### src/rtl/diff_pkg.sv
// rtl/diff_pkg.sv - shared constants and types for the DIFF execute stage
//   DATA_W    : operand width
//   IDX_W     : encoded bit-index width (must hold DATA_W)
//   REG_W     : destination register index width
//   IDX_EQUAL : index code reported when operands are identical
package diff_pkg;

  localparam int DATA_W = 32;
  localparam int IDX_W  = 6;
  localparam int REG_W  = 5;

  localparam logic [IDX_W-1:0] IDX_EQUAL = IDX_W'(DATA_W);

  typedef struct packed {
    logic [IDX_W-1:0] idx;
    logic             equal;
    logic [REG_W-1:0] rd;
  } s2_payload_t;

endpackage

### src/rtl/diff_lsb_encoder.sv
// rtl/diff_lsb_encoder.sv - combinational lowest-set-bit encoder
//   x_i     in  DATA_W  difference vector
//   idx_o   out IDX_W   position of lowest set bit, IDX_EQUAL when x_i == 0
//   equal_o out 1       x_i is all zeros
module diff_lsb_encoder
  import diff_pkg::*;
(
  input  logic [DATA_W-1:0] x_i,
  output logic [IDX_W-1:0]  idx_o,
  output logic              equal_o
);

  // Scan from the top down so the last hit, the lowest set bit, wins.
  always_comb begin
    idx_o   = IDX_EQUAL;
    equal_o = (x_i == '0);
    for (int i = DATA_W - 1; i >= 0; i--) begin
      if (x_i[i]) begin
        idx_o = IDX_W'(i);
      end
    end
  end

endmodule

### src/rtl/diff_exec_stage.sv
// rtl/diff_exec_stage.sv - two-deep pipelined execute stage for DIFF
//   clk, rst            clock, synchronous active-high reset
//   flush               synchronous pipeline kill
//   in_valid/in_ready   operand handshake; in_rs, in_rt operands, in_rd destination
//   out_valid/out_ready result handshake; out_idx, out_equal, out_rd result
//   busy                any slot occupied
//   op_count            completed result handshakes, wrapping 16-bit
module diff_exec_stage
  import diff_pkg::*;
(
  input  logic              clk,
  input  logic              rst,
  input  logic              flush,
  input  logic              in_valid,
  output logic              in_ready,
  input  logic [DATA_W-1:0] in_rs,
  input  logic [DATA_W-1:0] in_rt,
  input  logic [REG_W-1:0]  in_rd,
  output logic              out_valid,
  input  logic              out_ready,
  output logic [IDX_W-1:0]  out_idx,
  output logic              out_equal,
  output logic [REG_W-1:0]  out_rd,
  output logic              busy,
  output logic [15:0]       op_count
);

  logic              s1_valid_q, s1_valid_d;
  logic [DATA_W-1:0] s1_x_q, s1_x_d;
  logic [REG_W-1:0]  s1_rd_q, s1_rd_d;
  logic              s2_valid_q, s2_valid_d;
  s2_payload_t       s2_q, s2_d;
  logic [15:0]       op_count_q, op_count_d;

  logic              s2_adv;
  logic              s1_adv;
  logic              accept;
  logic              fire;
  logic [IDX_W-1:0]  enc_idx;
  logic              enc_equal;

  diff_lsb_encoder u_enc (
    .x_i     (s1_x_q),
    .idx_o   (enc_idx),
    .equal_o (enc_equal)
  );

  // A slot may advance when the slot ahead of it is empty or draining this
  // cycle, which lets a full pipe accept and emit in the same cycle.
  assign s2_adv   = !s2_valid_q || out_ready;
  assign s1_adv   = !s1_valid_q || s2_adv;
  assign in_ready = s1_adv && !flush;
  assign accept   = in_valid && in_ready;
  assign fire     = s2_valid_q && out_ready;

  always_comb begin
    s1_valid_d = s1_valid_q;
    s1_x_d     = s1_x_q;
    s1_rd_d    = s1_rd_q;
    s2_valid_d = s2_valid_q;
    s2_d       = s2_q;
    op_count_d = op_count_q + {15'd0, fire};

    if (flush) begin
      s1_valid_d = 1'b0;
      s2_valid_d = 1'b0;
    end else begin
      if (s2_adv) begin
        s2_valid_d = s1_valid_q;
        if (s1_valid_q) begin
          s2_d.idx   = enc_idx;
          s2_d.equal = enc_equal;
          s2_d.rd    = s1_rd_q;
        end
      end
      if (s1_adv) begin
        s1_valid_d = accept;
        if (accept) begin
          s1_x_d  = in_rs ^ in_rt;
          s1_rd_d = in_rd;
        end
      end
    end
  end

  always_ff @(posedge clk) begin
    if (rst) begin
      s1_valid_q <= 1'b0;
      s1_x_q     <= '0;
      s1_rd_q    <= '0;
      s2_valid_q <= 1'b0;
      s2_q       <= '0;
      op_count_q <= '0;
    end else begin
      s1_valid_q <= s1_valid_d;
      s1_x_q     <= s1_x_d;
      s1_rd_q    <= s1_rd_d;
      s2_valid_q <= s2_valid_d;
      s2_q       <= s2_d;
      op_count_q <= op_count_d;
    end
  end

  assign out_valid = s2_valid_q;
  assign out_idx   = s2_q.idx;
  assign out_equal = s2_q.equal;
  assign out_rd    = s2_q.rd;
  assign busy      = s1_valid_q || s2_valid_q;
  assign op_count  = op_count_q;

endmodule

### config.mk
export PLATFORM = sky130hd
export DESIGN_NAME = diff_exec_stage
export DESIGN_NICKNAME = d
export VERILOG_FILES = /design/src/rtl/diff_pkg.sv /design/src/rtl/diff_lsb_encoder.sv /design/src/rtl/diff_exec_stage.sv
export SDC_FILE = /design/constraint.sdc
export NUM_CORES = 1
export LEC_CHECK = 0
export BUFFER_PORTS_ARGS = -buffer_cell sky130_fd_sc_hd__buf_2
export CORE_AREA = 2 2 79 81
export CTS_BUF_LIST = sky130_fd_sc_hd__clkbuf_16
export CTS_CLUSTER_DIAMETER = 120
export DETAILED_ROUTE_END_ITERATION = 10
export DIE_AREA = 0 0 81 83
export GPL_TIMING_DRIVEN = 0
export PLACE_DENSITY = 0.94
export SLEW_MARGIN = 20
export SYNTH_ARGS = -nofsm -noshare
export SYNTH_HDL_FRONTEND = slang
export SYNTH_SLANG_ARGS = --single-unit
export TNS_END_PERCENT = 5
### constraint.sdc
create_clock -name clk -period 4.7 [get_ports clk]
set_input_delay 0.235 -clock clk [delete_from_list [all_inputs] [get_ports clk]]
set_output_delay 0.235 -clock clk [all_outputs]
set_load 0.1 [all_outputs]
Word-level counts from Yosys, hierarchy flattened

Cells that the tools add are included.

Flip-flop bits (word level): 67
Logic and storage cells: 56
Output and inout bits: 31
Input bits: 74

Muxes and demuxes: 32
Reductions and logical operators: 13
Add/subtract/negate cells: 1
Bitwise gates (word level): 2

Operators by type and width:

| operator                                 | number |
|---|---|
| 6-bit 2-to-1 mux                         | 32 |
| 32-bit zero test                         | 1 |
| 32-bit bitwise XOR                       | 1 |
| 16-bit by 1-bit adder with 16-bit output | 1 |
| 3-bit AND reduction                      | 2 |
| 1-bit logical AND                        | 3 |
| 1-bit zero test                          | 3 |
| 1-bit logical OR                         | 3 |
| 2-bit OR reduction                       | 1 |
| 1-bit NOT                                | 1 |

Depth between registers and ports, before layout

Gate-level depths: netlist of run 1.

Word-level depth: 32
Depth in mapped cells: 7
Mapped depth without buffers: 7

By module

From an unflattened synthesis of run 1, not the netlist that was laid out.

Cell total of the unflattened synthesis: 381
Area total of the unflattened synthesis: 3345.7 µm²

Modules (own cells, without submodules):

| module           | cells an instance | times used | sequential area each (µm²) | area an instance (µm²) |
|---|---|---|---|---|
| diff_exec_stage  | 315               | 1          | 1341.3                     | 2951.6 |
| diff_lsb_encoder | 66                | 1          | 0.0                        | 394.1 |

Worst setup path after synthesis of run 1

OpenSTA, ideal clock, no wires.

Path type: reg-to-reg
From: reg s2_valid_q, in the netlist out_valid
To: reg s1_rd_q[1]
Library setup time: 0.070 ns
Data required time: 4.630 ns
Data arrival time: 3.592 ns
Path slack: 1.038 ns
Stages on the path, launching flop included: 8
Path buffers: 2
Cells stage by stage: dfxtp_1 nor2b_1 a21oi_1 and2_1 clkbuf_1 clkbuf_1 nand2_1 a21oi_1

Word-level cells in the longest chain between the ends: 6

Ends and longest elaborated chain:

| element                       | line                  | source |
|---|---|---|
| start: declaration            | diff_exec_stage.sv:31 | `logic s2_valid_q, s2_valid_d;` |
| start signal: assignment      | diff_exec_stage.sv:98 | `s2_valid_q <= s2_valid_d;` |
| 1-bit zero test               | diff_exec_stage.sv:50 | `assign s2_adv = !s2_valid_q \|\| out_ready;` |
| 1-bit logical OR              | diff_exec_stage.sv:50 |  |
| 1-bit logical OR              | diff_exec_stage.sv:51 | `assign s1_adv = !s1_valid_q \|\| s2_adv;` |
| 1-bit logical AND             | diff_exec_stage.sv:52 | `assign in_ready = s1_adv && !flush;` |
| net in_ready                  | diff_exec_stage.sv:15 | `output logic in_ready,` |
| 1-bit logical AND             | diff_exec_stage.sv:53 | `assign accept = in_valid && in_ready;` |
| 3-bit AND reduction (no line) | n/a                   |  |
| end signal: assignment        | diff_exec_stage.sv:97 | `s1_rd_q <= s1_rd_d;` |
| end: declaration              | diff_exec_stage.sv:30 | `logic [REG_W-1:0] s1_rd_q, s1_rd_d;` |

The timed path passes the listed nets, and every way through them passes these cells.
A chain may end at the register's enable or synchronous reset.

Worst setup path in the final report of run 1

From: reg s2_valid_q, in the netlist out_valid
To: reg s1_rd_q[4]

Word-level cells in the longest chain between the ends: 6

Ends and longest elaborated chain:

| element                           | line |
|---|---|
| 1-bit zero test (*)               | diff_exec_stage.sv:50 |
| 1-bit logical OR (*)              | diff_exec_stage.sv:50 |
| 1-bit logical OR (*)              | diff_exec_stage.sv:51 |
| 1-bit logical AND                 | diff_exec_stage.sv:52 |
| 1-bit logical AND                 | diff_exec_stage.sv:53 |
| 3-bit AND reduction (no line) (*) | n/a |

Every way passes the cells marked *; elsewhere a longest branch is shown, timed or not.

==> flow_metrics.py, run 1 <==
metrics = {
    "outcome": {
        "status": "complete, no violations",
    },
    "synth": {
        "ys_async_sr_fraction": 0,
        "synth_cell_type_count": 44,
        "synth_commonest_cells": "dfxtp_1, nor2_1, a211oi_1, nand2_1, xnor2_1",
        "synth-warning-count": 0,
        "synth-edff-count": 0,
        "yosys.area.top_type_share": 0.439,
        "yosysSeqAreaShare": 0.439,
        "syn-mean-instance-area_um2": 8.68,
        "ys_dominant_reg_cell": "dfxtp_1",
        "synthMostInstantiatedCell": "dfxtp_1",
        "synth.area.top_cells": "dfxtp_1, a211oi_1, xnor2_1",
        "number_of_standard_cells_after_synthesis": 352,
        "synth_top_cell_by_area": "dfxtp_1",
        "postSynthNetCount": 428,
        "netlist_area_um2": 3060,
        "synth-seq-cells": 67,
    },
    "setup_path": {
        "worst-endpoint-arrival_ns": 2.35,
        "required_time_worst_endpoint_ns": 4.95,
        "cp-start-kind": "register",
        "timing.setup.critical_path_class": "register to register",
        "largest_fanout_of_any_net_on_the_critical_path": 10,
        "crit_path_end_kind": "register",
    },
    "layout": {
        "fill_cells": 486,
        "syn_to_final_growth_pct": 29.1,
        "post_route_insts_no_fill": 546,
        "num-nets-final": 543,
        "multi_input_area_um2": 1620,
        "antennaDiodeCount": 0,
        "fraction_of_final_layout_cells_with_drive_strength_greater_than_1": 0.259,
        "register_area_um2": 1340,
    },
    "global_routing": {
        "grtUsageTotal": 0.233,
        "global_route.usage.met1": 0.262,
        "grt_use_met3": 0.0446,
        "grt.busiest_layer": "met2",
        "antenna_found_initial": 0,
        "met2_usage": 0.416,
        "largest_net_degree_at_the_start_of_global_routing": 11,
        "grt_pass1_vias": 2900,
        "global_route_wire_length_before_repair_mm": 12.5,
        "overflow": 0,
    },
    "floorplanning": {
        "number_of_placement_rows": 28,
        "initial_core_util": 0.526,
        "die_y_um": 83,
        "die-area_um2": 6720,
        "design.core.area_um2": 5820,
        "io_pins": 105,
        "fp.dieW_um": 81,
    },
    "clock_tree": {
        "clock_path_buffers": 2,
        "post_cts_buffers": 0,
        "cts_tree": "yes",
        "cts_repair_resize_count": 0,
        "numCtsBuffers": 9,
        "clock_insertion_delay_worst_skew_ns": 0.33,
        "ctsHtreeMaxLevel": 3,
        "ctsRootBufferMaster": "clkbuf_16",
        "worst_setup_hold_path_clk_slew_ns": 0.05,
        "cts-hold-fix-buffers": 0,
        "clock_sink_count": 67,
    },
    "timing": {
        "finalWorstPathRequiredPeriod_ns": 2.10,
        "final.setup_skew_ns": 0.00647,
        "postLayoutSetupSlackWorst_ns": 2.60,
        "number_of_setup_violations_in_the_final_report": 0,
        "worst_slew_margin_rel": 0.653,
        "max_slew.worst_pin.slew_ns": 0.520,
        "final-hold-violation-count": 0,
        "post-route-period-util": 0.446,
        "timing_max_transition_violations_final": 0,
        "fin_tns_setup_ns": 0,
        "max_clock_freq_mhz": 477,
        "rsz_0062_raised_after_global_routing": "no",
    },
    "route": {
        "remaining_drc_errors": 0,
        "route.antenna.remaining_nets": 0,
        "first_iter_violations": 136,
        "routed_wire_length_per_instance_um": 13.8,
        "route.vias.total": 2948,
        "totalWireLength_mm": 7.56,
        "via_per_inst": 5.40,
        "dr.pass1.iters": 4,
    },
    "place": {
        "dpl_hpwl_mm": 5.56,
        "port-buffer-count": 104,
        "placedCellCount": 531,
        "place_congestion": 0.842,
        "pre_cts_slack_ns": 2.67,
    },
    "pwr": {
        "irDropWorstVdd_mv": 0.211,
        "power.leakage_nw": 1.66,
        "power.density_nw_per_um2": 364,
    },
    "worst_hold_path": {
        "hold_class": "primary input to register",
    },
    "run": {
        "drv.max_cap_violation_count": 0,
    },
}
[metal layers]
| metal | wire [um] | vias up |
|---|---|---|
| li1 | - | 1467 |
| met1 | 3030 | 1332 |
| met2 | 3770 | 130 |
| met3 | 576 | 19 |
| met4 | 179 | 0 |
| met5 | 0 | - |
[through the flow]
stage | hold WS, ns | area, um2 | util | power [mW]
floorplan | 0.314 | 3060 | - | 0.749
finish | 0.149 | 3950 | 0.678 | 1.44
detailed placement | 0.442 | 3670 | 0.631 | 0.817
CTS | 0.147 | 3950 | 0.678 | 1.44
global route | 0.160 | 3950 | 0.678 | 1.49
global placement | 0.434 | 3670 | 0.631 | 0.810
[report_power, final]
group | total [mW] | switching, mW | internal (mW)
Sequential | 0.619 | 0.0268 | 0.592
Clock | 0.627 | 0.229 | 0.398
Combinational | 0.190 | 0.104 | 0.0857
[area by class of cell]
| type | count | area share |
|---|---|---|
| multi-input combinational | 262 | 0.411 |
| sequential | 67 | 0.340 |
| timing repair buffer | 104 | 0.132 |
| clock buffer | 9 | 0.0571 |
| tap | 75 | 0.0238 |
| buffer | 16 | 0.0171 |
| clock inverter | 6 | 0.0124 |
| inverter | 7 | 0.00666 |
[kinds of logic (layout without fill, tap and decap cells)]
family | after synthesis | in the layout | synth area share
AOI/OAI and AO/OA | 79 | 79 | 0.174
xor gates and xnor gates | 44 | 44 | 0.126
adders and majority gates | 2 | 2 | 0.00819
buffers and inverters | 23 | 142 | 0.0307
DFF | 67 | 67 | 0.439
and+or+nand+nor | 137 | 137 | 0.222
[critical path: stages (launching register included)]
cell      delay [ns]
dfxtp_1         0.33
nor2b_1         0.19
a21oi_1         0.25
and2_1          0.22
clkbuf_1        0.39
clkbuf_1        0.42
nand2_1         0.11
a21oi_1         0.13
[worst paths after layout]
check / start / end / slack [ns] / cells after the start
max: out_valid / s1_rd_q[4] / 2.60 / 7
min: flush / out_valid / 0.15 / 2
max reg2reg: out_valid / s1_rd_q[4] / 2.60 / 7
min reg2reg: s1_rd_q[4] / out_rd[4] / 0.45 / 2
[cell usage in the layout (no fill, tap or decap), types with 5 or more instances in the layout]
cell type,count
buf_2,104
dfxtp_1,67
nor2_1,57
a211oi_1,34
nand2_1,31
xnor2_1,28
a21oi_1,20
xor2_1,16
clkbuf_1,14
nor3_1,9
clkbuf_16,9
inv_1,8
o21ai_0,7
nor4_1,6
nand3_1,6
nand4_1,5
[state kept, by name, summed over array words and instances, names as in the netlist]
signal,flops
s1_x_q,32
out_valid,1
out_idx,6
out_rd,5
out_equal,1
op_count,16
s1_valid_q,1
s1_rd_q,5
(Power assumes the default switching activity.)
==> run 2, diff against run 1 <==
Settings changed: ABC_AREA set to 1, CORE_AREA 2 2 79 81 to 2 2 82 84, DIE_AREA 0 0 81 83 to 0 0 84 86, PLACE_DENSITY 0.94 to 0.88.
Clock period 4.7 ns to 1.95 ns, I/O delays scaled along.
==> flow_metrics.py, run 2 <==
metrics = {
    "outcome": {
        "status": "finished with violations",
        "violations": "setup timing",
    },
    "timing": {
        "final.setup_skew_ns": 0.00759,
        "worst_slew_margin_rel": 0.609,
        "hold-worst-slack_ns": 0.0621,
        "post-route-period-util": 1.15,
        "final-hold-violation-count": 0,
        "max_slew.worst_pin.slew_ns": 0.587,
        "max_clock_freq_mhz": 445,
        "postLayoutSetupSlackWorst_ns": -0.298,
        "rsz_0062_raised_after_global_routing": "yes",
        "number_of_setup_violations_in_the_final_report": 10,
        "timing_max_transition_violations_final": 0,
        "finalWorstPathRequiredPeriod_ns": 2.25,
    },
    "floorplanning": {
        "design.core.area_um2": 6280,
        "io_pins": 105,
        "fp.dieW_um": 84,
        "die_y_um": 86,
        "die-area_um2": 7220,
        "number_of_placement_rows": 29,
        "initial_core_util": 0.486,
    },
    "pwr": {
        "power.leakage_nw": 2.15,
        "power.density_nw_per_um2": 848,
        "design_power_total_mw": 3.82,
        "irDropWorstVdd_mv": 0.544,
    },
    "global_routing": {
        "global_route_wire_length_before_repair_mm": 13.8,
        "grt.busiest_layer": "met2",
        "grtUsageTotal": 0.240,
        "antenna_found_initial": 0,
        "met2_usage": 0.428,
        "global_route.usage.met1": 0.256,
        "overflow": 0,
        "largest_net_degree_at_the_start_of_global_routing": 14,
        "grt_use_met3": 0.0693,
        "grt_pass1_vias": 3201,
    },
    "clock_tree": {
        "worst_setup_hold_path_clk_slew_ns": 0.06,
        "clock_path_buffers": 2,
        "ctsHtreeMaxLevel": 3,
        "clock_sink_count": 67,
        "numCtsBuffers": 9,
        "ctsRootBufferMaster": "clkbuf_16",
        "cts_tree": "yes",
        "cts-hold-fix-buffers": 0,
        "clock_insertion_delay_worst_skew_ns": 0.33,
    },
    "route": {
        "route.vias.total": 3311,
        "route.antenna.remaining_nets": 0,
        "dr.pass1.iters": 5,
        "via_per_inst": 4.96,
        "remaining_drc_errors": 0,
        "routed_wire_length_per_instance_um": 13.1,
        "first_iter_violations": 119,
        "totalWireLength_mm": 8.72,
    },
    "synth": {
        "synth-edff-count": 0,
        "yosys.area.top_type_share": 0.440,
        "synth.area.top_cells": "dfxtp_1, nand2_1, xor2_1",
        "synthMostInstantiatedCell": "nand2_1",
        "synth_cell_type_count": 22,
        "ys_dominant_reg_cell": "dfxtp_1",
        "number_of_standard_cells_after_synthesis": 426,
        "yosysSeqAreaShare": 0.440,
        "synth-seq-cells": 67,
        "netlist_area_um2": 3050,
        "syn-mean-instance-area_um2": 7.15,
        "synth-warning-count": 0,
        "postSynthNetCount": 502,
        "synth_commonest_cells": "nand2_1, dfxtp_1, a21oi_1, nor2_1, inv_1",
        "ys_async_sr_fraction": 0,
        "synth_top_cell_by_area": "dfxtp_1",
    },
    "setup_path": {
        "timing.setup.critical_path_class": "register to register",
        "worst-endpoint-arrival_ns": 2.48,
        "crit_path_end_kind": "register",
        "required_time_worst_endpoint_ns": 2.18,
        "largest_fanout_of_any_net_on_the_critical_path": 3,
        "cp-start-kind": "register",
    },
    "place": {
        "place_congestion": 0.809,
        "dpl_hpwl_mm": 5.20,
        "port-buffer-count": 103,
        "placedCellCount": 606,
        "pre_cts_slack_ns": -0.374,
    },
    "layout": {
        "post_route_insts_no_fill": 667,
        "most_common_cell_after_layout_fill_and_taps_aside": "buf_2",
        "regMostFlops": "s1_x_q",
        "syn_to_final_growth_pct": 47.9,
        "fraction_of_final_layout_cells_with_drive_strength_greater_than_1": 0.369,
        "num-nets-final": 661,
        "most-common-layout-cells": "buf_2, nand2_1, dfxtp_1, a21oi_1, buf_4",
        "antennaDiodeCount": 0,
        "largest_register_ff_count": 32,
    },
    "run": {
        "drv.max_cap_violation_count": 0,
    },
    "worst_hold_path": {
        "hold_class": "primary input to register",
    },
}
[run 2: changes by cell type after synthesis, moves of 8 or more]
| cell | delta |
|---|---|
| nand2_1 | +52 |
| a211oi_1 | -34 |
| a21oi_1 | +34 |
| inv_1 | +31 |
| xnor2_1 | -28 |
| o21ai_0 | +24 |
| xor2_1 | +16 |
| inv_2 | +15 |
| nor2_1 | -10 |
| o21ai_1 | +8 |
[run 2: final timing paths]
kind                    from           to  slack, ns  depth (start not counted)
setup / recovery   out_valid  op_count[5]      -0.30                         17
hold / removal      in_rd[0]   s1_rd_q[0]       0.06                          3
setup reg to reg   out_valid  op_count[5]      -0.30                         17
hold reg to reg   s1_x_q[30]   s1_x_q[30]       0.46                          2
[run 2: cells by family after synthesis]
logic type | share of synthesized area
simple gates | 0.204
compound gates | 0.169
buf+inv | 0.0862
flops | 0.440
xor+xnor | 0.0920
fa+ha+maj | 0.00821
[run 2: final cells by class]
class | instances | area, um2
Buffer | 15 | 60.1
Clock buffer | 9 | 225
Clock inverter | 7 | 123
Fill cell | 476 | 1770
Inverter | 55 | 206
Multi-Input combinational cell | 289 | 1580
Sequential cell | 67 | 1360
Tap cell | 77 | 96.3
Timing Repair Buffer | 148 | 861
[run 2: what timing repair did]
item | CTS | global route
pin swaps | 17 | 14
setup endpoints to repair | 14 | 33
gates resized for setup | 25 | 16
setup buffers | 43 | 2
[run 2: through the flow]
stage | setup TNS [ns] | utilization | cell area, um2
after floorplan | -3.97 | - | 3070
after global placement | -0.994 | 0.586 | 3680
after detailed placement | -1.34 | 0.586 | 3680
after CTS | -2.25 | 0.708 | 4440
after global routing | -3.41 | 0.718 | 4510
final | -2.04 | 0.718 | 4510
[run 2: critical path: stages, from the launching register on]
cell	delay (ns)
dfxtp_4	0.36
nand2_2	0.05
inv_2	0.06
ha_4	0.14
buf_6	0.10
nand3_4	0.07
nor3_4	0.15
nand2_2	0.10
buf_4	0.14
buf_4	0.12
buf_4	0.12
buf_4	0.13
buf_4	0.13
buf_4	0.13
buf_4	0.12
buf_4	0.12
nand2_2	0.05
nor2_1	0.05
[run 2: power by group]
part | internal, mW | switching, mW
registers | 1.42 | 0.0318
clock network | 1.26 | 0.629
logic | 0.183 | 0.296
total | 2.87 | 0.957
[run 2: metal layers]
metal / share of wire / vias up
met5: 0 / -
met4: 0.038 / 0
met3: 0.055 / 31
met2: 0.51 / 116
met1: 0.40 / 1484
li1: - / 1680
